===== config.mk =====
export PLATFORM = sky130hd
export DESIGN_NAME = post_adder_stage
export DESIGN_NICKNAME = d
export VERILOG_FILES = /design/src/rtl/post_adder_stage.sv
export SDC_FILE = /design/constraint.sdc
export NUM_CORES = 1
export LEC_CHECK = 0
export BUFFER_PORTS_ARGS = -buffer_cell sky130_fd_sc_hd__buf_2
export CAP_MARGIN = 25
export CORE_MARGIN = 2
export CORE_UTILIZATION = 50
export CTS_CLUSTER_SIZE = 12
export DETAILED_ROUTE_END_ITERATION = 12
export GPL_TIMING_DRIVEN = 0
export PLACE_DENSITY = 0.74
export RECOVER_POWER = 50
export SLEW_MARGIN = 15
export SYNTH_ARGS = -nofsm -noshare
export SYNTH_HDL_FRONTEND = slang
export SYNTH_SLANG_ARGS = --single-unit
export TNS_END_PERCENT = 50

===== constraint.sdc =====
create_clock -name clk -period 10.7 [get_ports clk]
set_clock_uncertainty 0.05 [all_clocks]
set_input_delay 0.535 -clock clk [delete_from_list [all_inputs] [get_ports clk]]
set_output_delay 0.535 -clock clk [all_outputs]
set_load 0.05 [all_outputs]

===== src/rtl/post_adder_stage.sv =====
// DSP48A1 post-adder stage: optional CYI carry-in register, 48-bit add/subtract of Z and X,
// and optional P / CARRYOUT output registers with synchronous resets and clock enables.
module post_adder_stage #(
  parameter int CARRYINREG  = 1,
  parameter int PREG        = 1,
  parameter int CARRYOUTREG = 1,
  parameter int WIDTH       = 48
) (
  input  logic             clk,
  input  logic             rst,
  input  logic             rstcarryin,
  input  logic             rstp,
  input  logic             cecarryin,
  input  logic             cep,
  input  logic             carryin_sel,
  input  logic             opmode7,
  input  logic [WIDTH-1:0] x_in,
  input  logic [WIDTH-1:0] z_in,
  output logic [WIDTH-1:0] p,
  output logic             carryout,
  output logic             carryoutf
);

  logic             w_cin;
  logic [WIDTH:0]   w_xc;
  logic [WIDTH:0]   w_sum;
  logic [WIDTH-1:0] w_result;
  logic             w_co;

  generate
    if (CARRYINREG != 0) begin : g_cyi_reg
      logic r_cyi;
      // NOTE: state registers use non-blocking assignments so every flop samples pre-edge values.
      always_ff @(posedge clk or posedge rst) begin
        if (rst)             r_cyi <= 1'b0;
        else if (rstcarryin) r_cyi <= 1'b0;
        else if (cecarryin)  r_cyi <= carryin_sel;
      end
      assign w_cin = r_cyi;
    end else begin : g_cyi_byp
      assign w_cin = carryin_sel;
    end
  endgenerate

  // One extra bit on the operands: its value after the add/subtract is the carry or borrow.
  always_comb begin
    w_xc  = {1'b0, x_in} + {{WIDTH{1'b0}}, w_cin};
    w_sum = opmode7 ? ({1'b0, z_in} - w_xc) : ({1'b0, z_in} + w_xc);
  end

  assign w_result = w_sum[WIDTH-1:0];
  assign w_co     = w_sum[WIDTH];

  generate
    if (PREG != 0) begin : g_p_reg
      logic [WIDTH-1:0] r_p;
      always_ff @(posedge clk or posedge rst) begin
        if (rst)       r_p <= '0;
        else if (rstp) r_p <= '0;
        else if (cep)  r_p <= w_result;
      end
      assign p = r_p;
    end else begin : g_p_byp
      assign p = w_result;
    end

    if (CARRYOUTREG != 0) begin : g_co_reg
      logic r_co;
      always_ff @(posedge clk or posedge rst) begin
        if (rst)       r_co <= 1'b0;
        else if (rstp) r_co <= 1'b0;
        else if (cep)  r_co <= w_co;
      end
      assign carryout = r_co;
    end else begin : g_co_byp
      assign carryout = w_co;
    end
  endgenerate

  assign carryoutf = carryout;

endmodule


Word-level counts from Yosys, hierarchy flattened
Cells that the tools add are included.
{ "word_totals": {"ff_bits": 50, "output_inout_bits": 50, "word_cells": 15} }
{ "op_classes": {"addsub": 3, "mux": 7, "n_reduce_logical": 2} }
{ "op_table": {"columns": ["op", "count"], "rows": [
  ["48-bit 2-to-1 mux", 2],
  ["48-bit by 1-bit adder with 49-bit output", 1],
  ["48-bit by 49-bit adder with 49-bit output", 1],
  ["49-bit 2-to-1 mux", 1],
  ["48-bit by 49-bit subtractor with 49-bit output", 1],
  ["1-bit 2-to-1 mux", 4],
  ["2-bit nonzero test", 2]
]} }

Logic depth before layout (Yosys ltp)
{ "depth": {"depth_word": 5, "ltp_mapped": 24} }

Least setup slack after synthesis
OpenSTA, ideal clock, no wires.
{ "synth_timing": {"path_type": "input-to-reg", "startpoint": "in x_in[0]", "endpoint": "reg g_co_reg.r_co, in the netlist carryout", "arrival_time_ps": 5272, "t_required_ps": 10581, "setup_slack_ps": 5309, "cell_stages": 24, "path_buffers": 2, "path_cell_list": "ha_1 clkbuf_1 nand3_1 nor2_1 mux2_2 o31a_1 nor3_1 nand2_1 or3_1 nor2_1 a21oi_1 xor2_1 ha_1 clkbuf_1 nand2_1 nor2_1 and2_1 a22o_1 a2111oi_0 and2_1 o31ai_1 a31oi_1 or3_1 nand3_1"} }
{ "synth_via": {"elab_chain_cells": 5} }
{ "synth_lines": {"columns": ["item", "line_no", "rtl"], "rows": [
  ["from (decl)", "17", "input logic [WIDTH-1:0] x_in,"],
  ["48-bit by 1-bit adder with 49-bit output *", "47", "w_xc = {1'b0, x_in} + {{WIDTH{1'b0}}, w_cin};"],
  ["48-bit by 49-bit adder with 49-bit output or 48-bit by 49-bit subtractor with 49-bit output (tied branches)", "48", "w_sum = opmode7 ? ({1'b0, z_in} - w_xc) : ({1'b0, z_in} + w_xc);"],
  ["49-bit 2-to-1 mux *", "48", null],
  ["1-bit 2-to-1 mux *", "72", "else if (cep) r_co <= w_co;"],
  ["1-bit 2-to-1 mux *", "71", "else if (rstp) r_co <= 1'b0;"],
  ["to (signal assigned)", "72", null],
  ["to (decl)", "68", "logic r_co;"]
]} }
Mark *: on every way between the ends. The rest lies on a longest branch, timed or not. The select of a mux whose other input is x is not followed.
A chain may end at the register's enable or synchronous reset.

Final worst setup path
{ "layout_timing": {"startpoint": "reg g_cyi_reg.r_cyi", "endpoint": "reg g_co_reg.r_co, in the netlist carryout"} }
{ "layout_via": {"elab_chain_cells": 5} }
{ "layout_lines": {"columns": ["item", "line_no", "rtl"], "rows": [
  ["from (decl)", "32", "logic r_cyi;"],
  ["from (signal assigned)", "37", "else if (cecarryin) r_cyi <= carryin_sel;"],
  ["48-bit by 1-bit adder with 49-bit output *", "47", null],
  ["48-bit by 49-bit adder with 49-bit output or 48-bit by 49-bit subtractor with 49-bit output (tied branches)", "48", null],
  ["49-bit 2-to-1 mux *", "48", null],
  ["1-bit 2-to-1 mux *", "72", null],
  ["1-bit 2-to-1 mux *", "71", null]
]} }
Marks and branches as above.

==> run summary <==
status = finished with violations
violated checks = capacitance limit, slew limit
Worst slew margin = -0.320
R2R Path Start = g_cyi_reg.r_cyi
Logic pwr share = 0.577
Critical Path Fanout Max = 8
global route overflow = 0
Starting Density = 0.513
TritonRoute pass-1 iters = 5
clock tree buffer depth = 2
CTS buffer count = 5
non-filler cells in the finished layout = 1320
final period utilization = 0.593
area delta synth->final = 13.8%
number of diodes = 0
initial DRC count = 596
clock power share = 0.173
global routing usage on met1 = 0.400
Mapped Cells = 991
die footprint = 15900 µm²
Sequential Power Share = 0.250
Die Ht = 126 µm
largest net degree at the start of global routing = 38
Crit. Startpoint = g_cyi_reg.r_cyi
critical path type = flop to flop
Seq/Total Area, Yosys = 0.168
FMAX = 0.157 GHz
endpoints failing setup = 0
Critical Path RT = 10880 ps
DR DRC count = 0
arrival time at the worst endpoint = 6530 ps
max-cap viol count = 1
Detailed Place HPWL = 17700 µm
Core Area = 14500 µm²
Fin. Hold Viols = 0
Worst setup SP type = flop
post-synth top area share = 0.168
Internal = 493 µW
WL/cell = 16.1 µm
Worst Hold Margin = 206 ps
Yosys cell types = 70
Hold Crit Class = primary input to asynchronous set/reset pin
met2 Use GR = 0.399
global-route wire length before repair = 35200 µm
clock slew at the register clock pins of the worst setup and hold paths = 60 ps
commonest non-fill, non-tap cells in the layout = buf_2 (120), nor2_1 (118), xnor2_1 (82)
Die Wd = 126 µm
Clk Latency, worst-skew pair = 290 ps
FILL cells = 1469
total wire length after detailed routing = 21300 µm
Worst VDD drop = 0.0805 mV
met3 Use GR = 0.0208
Clock Sinks = 50
Total Negative Setup Slacks = 0 ps
top cells by area, synth = dfrtp_1 (17%), xnor2_1 (9.6%), ha_1 (8.6%), xor2_1 (6.9%), nor2_1 (5.9%)
Post-CTS Hold Buffers = 0
port bufs = 136
syn_nets = 1147
CTS tree = done
unrepaired setup endpoints after global routing = no
Psw = 437 µW
final antenna-violating net count = 0
register bit total from synthesis = 50
I/O Pins = 154
gr usage total = 0.266
Final nets = 1291
yosys warns = 0
Post-Syn Area per Cell = 7.52 µm²
drt via density = 5.85
routed via count = 7718
Resized Gates After CTS = 0
final critical-path required period = 6350 ps
initial antenna violation count = 0
Synth async-reset ratio = 1.00
pwr/cell area = 110 nW/µm²
vias in the first global route = 7008
GP Congestion = 0.907
design area = 8490 µm²
H-tree depth = 2
commonest non-fill, non-tap cell in the layout = buf_2
dpl cell area = 8390 µm²
Post-synth EDFFs = 0
mapped cell area = 7450 µm²
Sw Ratio = 0.470
postcts setup bufs = 0
dpl cells = 1312
Critical Path End Type = flop
leak pwr = 3.78 nW
root buffer cell = clkbuf_16
row count = 44
Yosys top cell by area = dfrtp_1
share of post-route cells with drive strength above 1 = 0.143
global route hottest layer = met1
worst-margin pin slew = 1980 ps
max-slew violations = 38
ys flop type = dfrtp_1
-- power by group through the flow --
stage               combinational [mW]  sequential [mW]  clock [mW]
floorplan                        0.308            0.327           0
global placement                 0.524            0.235           0
detailed placement               0.534            0.235           0
CTS                              0.536            0.232       0.163
global route                     0.587            0.236       0.171
finish                           0.537            0.232       0.161
-- final cells by class --
class / count / area (µm²) / area share
multi-input combinational: 858 / 5850 / 0.690
sequential: 50 / 1250 / 0.147
timing repair buffer: 137 / 654 / 0.0771
buffer: 54 / 243 / 0.0286
tap: 184 / 230 / 0.0271
clock buffer: 7 / 143 / 0.0168
inverter: 29 / 109 / 0.0128
clock inverter: 1 / 5.00 / 0.000590
-- cells by family after synthesis --
logic type	share of synthesized area
compound gates	0.212
xor+xnor	0.166
fa+ha+maj	0.0883
buf+inv	0.0472
flops	0.168
mux	0.0505
simple gates	0.268
-- state kept, by name (all words and copies together), names as in the netlist --
name and count:
carryout 1, g_cyi_reg.r_cyi 1, p 48
-- cells in the mapped netlist, types with 16 or more instances --
master,number
a31oi_1,19
a21o_1,27
mux2i_1,35
xnor2_1,82
nand3_1,48
nor3_1,28
clkbuf_1,36
inv_1,28
nor2_1,118
o21ai_0,31
a211oi_1,16
nand4_1,30
ha_1,51
a21oi_1,81
nand2_1,55
xor2_1,59
dfrtp_1,50
-- worst max-delay path, cell delays in order, from the launching register on --
cell and delay (ps):
dfrtp_1 400, ha_1 170, clkbuf_1 300, nand3_1 220
nor2_1 370, mux2_2 380, o31a_1 300, nor3b_1 550
nand3_1 330, a21oi_1 210, o31ai_1 90, xor2_1 180
ha_1 290, clkbuf_1 270, nand4_1 160, a2111oi_0 510
o211ai_1 230, and2_1 230, o31ai_1 440, a31oi_1 200
or3_1 330, nand3_1 70
-- per-stage QoR --
step                power [mW]  setup WS, ps  utilization
detailed placement       0.769          4260        0.577
global route             0.994          3790        0.584
floorplan                0.635          5310            -
global placement         0.759          4220        0.576
finish                   0.930          4350        0.584
CTS                      0.931          4440        0.587
-- metal layers --
metal	up-vias	wire (µm)
li1	3885	-
met2	271	9130
met1	3520	10500
met3	42	1140
met4	0	576
met5	-	0
-- final timing paths --
path / end / slack [ps] / cells past startpoint
worst max-delay path: carryout / 4350 / 21
worst min-delay path: p[7] / 210 / 2
worst max register to register: carryout / 4350 / 21
worst min register to register: p[47] / 440 / 2
max in group asynchronous: p[38] / 8170 / 3
min in group clk: g_cyi_reg.r_cyi / 330 / 2
Power figures use the tool's default switching activity.
